**src/rtl/apple_logic.sv**
```systemverilog
// apple_logic: apple/score engine for the VGA snake game.
// Define APPLE_AVOID_HEAD_EN to keep the proposed apple off the head cell.
module apple_logic #(
    parameter int unsigned CELL = 20,
    parameter int unsigned COLS = 32,
    parameter int unsigned ROWS = 24,
    parameter logic [15:0] SEED = 16'hACE1
) (
    input  logic       clk,
    input  logic       rst_n,
    input  logic [9:0] newposx,
    input  logic [9:0] newposy,
    input  logic [9:0] applex,
    input  logic [9:0] appley,
    output logic [7:0] score,
    output logic [9:0] newapplex,
    output logic [9:0] newappley
);

    localparam logic [9:0] XRST  = 10'((COLS / 2) * CELL);
    localparam logic [9:0] YRST  = 10'((ROWS / 2) * CELL);
    localparam logic [4:0] YLIM  = 5'(ROWS);
    localparam logic [4:0] YFOLD = 5'(32 - ROWS);

    logic [15:0] lfsr;
    logic        fb;
    logic        eaten;
    logic        eaten_q;
    logic        eat;
    logic [4:0]  cx;
    logic [4:0]  ry;
    logic [4:0]  cy;
    logic [9:0]  candx;
    logic [9:0]  candy;
    logic [9:0]  nextx;

    // cell index to pixels: c*20 as c*16 + c*4
    function automatic logic [9:0] cell_px(input logic [4:0] c);
        logic [9:0] w;
        w = {5'd0, c};
        return (w << 4) + (w << 2);
    endfunction

    always_comb begin
        fb    = lfsr[15] ^ lfsr[13] ^ lfsr[12] ^ lfsr[10];
        eaten = (newposx == applex) && (newposy == appley);
        eat   = eaten && !eaten_q;
        cx    = lfsr[4:0];
        ry    = lfsr[12:8];
        cy    = (ry >= YLIM) ? ry - YFOLD : ry;
        candx = cell_px(cx);
        candy = cell_px(cy);
`ifdef APPLE_AVOID_HEAD_EN
        if (candx == newposx && candy == newposy)
            nextx = cell_px(cx + 5'd1);
        else
            nextx = candx;
`else
        nextx = candx;
`endif
    end

    always_ff @(posedge clk) begin
        if (!rst_n) begin
            score     <= 8'd0;
            newapplex <= XRST;
            newappley <= YRST;
            lfsr      <= SEED;
            eaten_q   <= 1'b0;
        end else begin
            lfsr    <= {lfsr[14:0], fb};
            eaten_q <= eaten;
            if (eat) begin
                score     <= score + 8'd1;
                newapplex <= nextx;
                newappley <= candy;
            end
        end
    end

endmodule

```
**config.mk**
```make
export PLATFORM = sky130hd
export DESIGN_NAME = apple_logic
export DESIGN_NICKNAME = d
export VERILOG_FILES = /design/src/rtl/apple_logic.sv
export SDC_FILE = /design/constraint.sdc
export NUM_CORES = 1
export LEC_CHECK = 0
export CAP_MARGIN = 15
export CORE_MARGIN = 1.5
export CORE_UTILIZATION = 50
export CTS_BUF_LIST = sky130_fd_sc_hd__clkbuf_8
export DETAILED_ROUTE_END_ITERATION = 6
export PLACE_DENSITY = 0.95
export SETUP_SLACK_MARGIN = 0.02
export SLEW_MARGIN = 10
export SYNTH_ARGS = -nofsm -noshare
export SYNTH_HDL_FRONTEND = slang
export SYNTH_SLANG_ARGS = --single-unit
```
**constraint.sdc**
```tcl
create_clock -name clk -period 5.2 [get_ports clk]
set_clock_uncertainty 0.1 [all_clocks]
set_input_delay 1.04 -clock clk [delete_from_list [all_inputs] [get_ports clk]]
set_output_delay 1.04 -clock clk [all_outputs]
set_load 0.02 [all_outputs]
```
==> impl_metrics.toml, run 1 <==
[outcome]
status = "finished clean"

[synth]
synth_top_family_by_area = "simple AND/OR/NAND/NOR gates"
synth-simple-area-share_pct = 17.2
synth_compound_area_share_pct = 15.7
synthMuxAreaShare_pct = 0
synth_largest_area_cell = "dfxtp_1"
synthCells = 220
ys.flop_type = "dfxtp_1"
synth_area_leaders = "dfxtp_1 41%, xor2_1 7.0%, xnor2_1 6.2%, a21oi_1 5.0%, ha_1 5.0%"
syn_avg_cell_area_um2 = 9.04
synth-edff-count = 0
synth_xor_area_share_pct = 13.2
synth_adder_area_share_pct = 7.04
netlist_area_um2 = 1990
yosys_warnings = 0
ys_seq_elements = 41
synth-async-reset-ratio_pct = 0
yosysUniqueCellTypes = 33
synth_top_cell_area_share_pct = 41.3
ys_seq_area_share_pct = 41.3

[layout]
fillers = 278
layout.nets = 333
area_delta_synth_final_pct = 38.8
layout-drive-gt1-share_pct = 2.84
diodes = 0
finalCoreUtilization_pct = 73.8

[drt]
drt-met1-wl_um = 2080
wl_per_cell_um = 15.3
drc_errors = 0
drt-initial-drc-count = 87
antenna_left = 0
routed_via_density = 5.49
drt-pass1-iter-count = 4
wl_met2_um = 2660
dr.max_layer_used = "met4"
route.met3.wl_um = 259
wl_um = 5070
num_vias = 1813

[setup_path]
crit_fanout = 30
cpPeakStageDelay_ps = 740
worstSetupPathType = "input port to flop"
endpoint_kind = "flop"
crit_path_end = "score[5]"
rr_worst_depth = 10
reg2reg_setup_slack_ps = 2960
cp.arrival_ps = 3670
cp.required_ps = 5320
startpoint_type = "input port"
critPathSlowestCell = "nand3_1"
r2r_start = "lfsr[12]"
worstReg2RegEnd = "newappley[8]"
crit_chain = "clkdlybuf4s50_1 -> xor2_1 -> nor4_1 -> nand3_1 -> or4_1 -> a21oi_1"
critPathLaunch = "appley[3]"

[grt]
antenna_found_initial = 0
grt_pass1_wl_um = 8300
grt_max_degree = 31
grt_pass1_vias = 1834
gr-total-overflow = 0
grt_usage_pct = 25.1

[timing]
tns_ps = 0
finalSetupViolations = 0
relSlewSlack_pct = 40.0
whs_ps = 325
fin_crit_ps = 3550
finalMaxSlewViolations = 0
fin_crit_sh_pct = 68.3
rsz0062_at_grt = "no"
worst_slew_pin_slew_ps = 897
hold_viol = 0
fmax_mhz = 282

[clock_tree]
clk_latency_ps = 300
cts_made_buffers = 5
clk_pin_slew_ps = 80
root_buffer = "clkbuf_8"
cts_setup_buffers = 0
holdBufCountCts = 0
cts_resized = 0
cts_tree = "built"
htreeDepth = 2
cts_sinks = 41
cts_max_path_buffers = 2

[flow_run]
drv_cap = 0

[power]
p_leak_nw = 1.02
ir_drop_mv = 0.197
cellPowerDensity_nw_per_um2 = 255

[floorplan]
rows = 22
start_util_pct = 53.1
io_pins = 70
die_width_um = 66.1
dieArea_um2 = 4370
coreArea_um2 = 3740
die_h_um = 66.1

[place]
dp_hpwl_um = 3690
gp_congestion = 0.815
portBuffers = 65

[hold_path]
hold_path.class = "flop to flop"
==> cell families after synthesis <==
| family | after synthesis |
|---|---|
| AND/OR/NAND/NOR | 61 |
| AO/OA/AOI/OAI | 53 |
| adder cells (fa/ha/maj) | 10 |
| XOR/XNOR | 30 |
| flip-flops | 41 |
| buffers and inverters | 24 |
| other | 1 |
==> state kept, by name, summed over array words and instances (netlist names) <==
signal	count
newapplex	8
newappley	8
score	8
lfsr	16
eaten_q	1
==> critical path: cells and delay by family <==
family | cells | cell delay [ps]
AO/OA/AOI/OAI | 1 | 160
XOR/XNOR | 1 | 160
buffers and inverters | 1 | 410
AND/OR/NAND/NOR | 3 | 1890
==> synthesized netlist by cell type, types with 3 or more instances <==
cell type,n
nand2_1,7
ha_1,8
buf_4,4
a21oi_1,20
nand3_1,15
xnor2_1,14
dfxtp_1,41
inv_1,8
o21ai_0,16
clkbuf_1,9
and3_1,3
and2_1,6
o311ai_0,3
nor4_1,4
xor2_1,16
nor2_1,5
a211oi_1,3
o31ai_1,6
or4_1,7
nand2b_1,6
==> area by class of cell <==
class	count	area, µm²	share of cell area, %
multi-input combinational	158	1070	38.8
sequential	41	821	29.7
timing repair buffer	66	658	23.8
clock buffer	6	82.6	2.99
tap	48	60.1	2.17
clock inverter	2	33.8	1.22
inverter	9	33.8	1.22
==> metal layers <==
layer  vias up  track usage [%]
met5         -                0
met3         8             6.64
met1       860             28.4
li1        888                -
met2        57             46.3
met4         0             6.38
==> metrics by stage <==
stage          worst slack (ps)  cell area [µm²]  cells  total power, mW
2_1_floorplan              2630             2000    223            0.395
3_3_place_gp               1450             2650    322            0.437
3_5_place_dp               1350             2650    322            0.443
4_1_cts                    1680             2760    330            0.706
5_1_grt                    1390             2760    330            0.730
6_report                   1650             2760    330            0.703
==> how the worst min path moves through the flow <==
stage / from / to / slack [ps] / cells after the start
6_report: lfsr[14] / lfsr[15] / 320 / 1
5_1_grt: lfsr[5] / lfsr[6] / 340 / 1
4_1_cts: lfsr[14] / lfsr[15] / 320 / 1
3_5_place_dp: lfsr[14] / lfsr[15] / 290 / 1
3_3_place_gp: lfsr[14] / lfsr[15] / 290 / 1
2_1_floorplan: lfsr[14] / lfsr[15] / 290 / 1
==> placed cells by master, fill, tap and decap left out, types with 2 or more instances in the layout <==
cell,n
a211oi_1,3
ha_1,8
nor2_1,5
or4_1,7
and2_1,6
or3_1,2
dfxtp_1,41
clkbuf_8,6
nand4_1,2
xnor2_1,14
o31ai_1,6
inv_1,9
a21o_1,2
nor3_1,2
xor2_1,16
o311ai_0,3
fa_1,2
o21ai_0,16
and3_1,3
nand2_1,7
nand2b_1,6
conb_1,4
a21oi_1,20
clkdlybuf4s50_1,65
nand3_1,15
nor4_1,4
==> power breakdown <==
group / internal, mW / total (mW) / switching (mW)
combinational: 0.0600 / 0.108 / 0.0479
clock: 0.155 / 0.265 / 0.111
sequential: 0.323 / 0.330 / 0.00686
No activity file was read; power rests on OpenSTA's default activity.
==> run 2, diff against run 1 <==
--- a/config.mk
+++ b/config.mk
@@ -7,10 +7,10 @@
 export LEC_CHECK = 0
 export CAP_MARGIN = 15
 export CORE_MARGIN = 1.5
-export CORE_UTILIZATION = 50
+export CORE_UTILIZATION = 46
 export CTS_BUF_LIST = sky130_fd_sc_hd__clkbuf_8
 export DETAILED_ROUTE_END_ITERATION = 6
-export PLACE_DENSITY = 0.95
+export PLACE_DENSITY = 0.92
 export SETUP_SLACK_MARGIN = 0.02
 export SLEW_MARGIN = 10
 export SYNTH_ARGS = -nofsm -noshare
==> constraint.sdc (replaced) <==
create_clock -name clk -period 3.5 [get_ports clk]
set_clock_uncertainty 0.1 [all_clocks]
set_input_delay 0.7 -clock clk [delete_from_list [all_inputs] [get_ports clk]]
set_output_delay 0.7 -clock clk [all_outputs]
set_load 0.02 [all_outputs]
==> impl_metrics.toml, run 2 (synthesis results as in run 1) <==
[layout]
layout_common_cells = "65 x clkdlybuf4s50_1, 41 x dfxtp_1, 20 x a21oi_1, 16 x o21ai_0, 16 x xor2_1"
fillers = 312
layout.area.seq_um2 = 821
area_delta_synth_final_pct = 38.2
regMostFlops = "lfsr"
layout.nets = 335
largest_reg_flops = 16
fin_cells = 333
diodes = 0
multiInputGateArea_um2 = 1070
finalCoreUtilization_pct = 67.3
layout_commonest_cell = "clkdlybuf4s50_1"
layout-drive-gt1-share_pct = 3.18

[clock_tree]
cts_sinks = 41
cts_tree = "built"
cts_resized = 0
cts_setup_buffers = 0
root_buffer = "clkbuf_8"
cts_made_buffers = 5
cts_max_path_buffers = 2
htreeDepth = 2
clk_latency_ps = 300
clk_pin_slew_ps = 70
holdBufCountCts = 0

[hold_path]
hold_path_depth = 1
hold_path.class = "flop to flop"

[place]
gp_congestion = 0.794
dp_hpwl_um = 3430
dpl.cell_count = 326
portBuffers = 65
dp_slack_ps = 386

[floorplan]
io_pins = 70
start_util_pct = 48.7
rows = 23
dieArea_um2 = 4730
coreArea_um2 = 4090
die_h_um = 68.8
die_width_um = 68.8

[power]
ir_drop_mv = 0.364
clkPwrFrac_pct = 32.2
p_int_mw = 0.721
p_leak_nw = 1.02
cellPowerDensity_nw_per_um2 = 347
switching_share_pct = 24.3
p_switching_mw = 0.232
pwr-share-seq_pct = 51.3
total_power_mw = 0.953
combPwrFrac_pct = 16.4

[outcome]
status = "finished clean"

[drt]
drc_errors = 0
drt-pass1-iter-count = 4
wl_um = 4620
num_vias = 1769
dr.max_layer_used = "met4"
routed_via_density = 5.31
wl_met2_um = 2330
wl_per_cell_um = 13.9
antenna_left = 0
drt-met1-wl_um = 1870
drt-initial-drc-count = 111
route.met3.wl_um = 261

[setup_path]
startpoint_type = "input port"
worstSetupPathType = "input port to flop"
endpoint_kind = "flop"
crit_fanout = 29
rr_worst_depth = 10
cp.arrival_ps = 2860
cp.required_ps = 3560

[flow_run]
drv_cap = 0

[timing]
fmax_mhz = 356
relSlewSlack_pct = 49.3
worst_slew_pin_slew_ps = 761
finalSetupViolations = 0
rsz0062_at_grt = "no"
setup_ws_ps = 694
fin_crit_sh_pct = 80.2
hold_viol = 0
fin_crit_ps = 2810
tns_ps = 0
finalMaxSlewViolations = 0

[grt]
antenna_found_initial = 0
grt_pass1_wl_um = 7470
grt_usage_pct = 22.0
grt_pass1_vias = 1663
gr-total-overflow = 0
grt_max_degree = 31
run 2: cell count changes in the layout (fill, tap and decap cells not counted), sizes merged:
cell,change
bufinv,-1
buf,+2
run 2: layout make-up:
cell class / instances / area share [%]
timing repair buffer: 68 / 24.5
tap: 50 / 2.28
multi-input combinational: 158 / 39.0
clock buffer: 6 / 3.00
clock inverter: 1 / 0.137
sequential: 41 / 29.9
inverter: 9 / 1.23
run 2: critical path, cell delays in order:
cell,delay [ps]
clkdlybuf4s50_1,480
xnor2_1,120
nand4_1,160
or3_1,700
nor2_1,520
o21ai_0,180
run 2: worst paths after layout:
path	endpoint	startpoint	slack (ps)
setup / recovery	newapplex[3]	applex[1]	690
hold / removal	lfsr[6]	lfsr[5]	320
hold reg to reg	lfsr[6]	lfsr[5]	320
setup reg to reg	newappley[8]	lfsr[12]	1260
run 2: power by group through the flow:
| stage | clock network, mW | registers (mW) | logic (mW) |
|---|---|---|---|
| 3_5_place_dp | 0 | 0.500 | 0.154 |
| 6_report | 0.307 | 0.489 | 0.157 |
| 3_3_place_gp | 0 | 0.500 | 0.150 |
| 4_1_cts | 0.313 | 0.489 | 0.157 |
| 2_1_floorplan | 0 | 0.497 | 0.0902 |
| 5_1_grt | 0.336 | 0.491 | 0.173 |
run 2: metrics by stage:
step           area (µm²)  hold WS (ps)
4_1_cts              2750           320
6_report             2750           315
2_1_floorplan        2000           286
5_1_grt              2750           329
3_5_place_dp         2660           297
3_3_place_gp         2660           290
run 2: per-layer routing:
metal	up-vias	GRT usage (%)
met4	0	10.5
li1	893	-
met5	-	0
met3	12	7.63
met1	814	24.5
met2	50	37.4
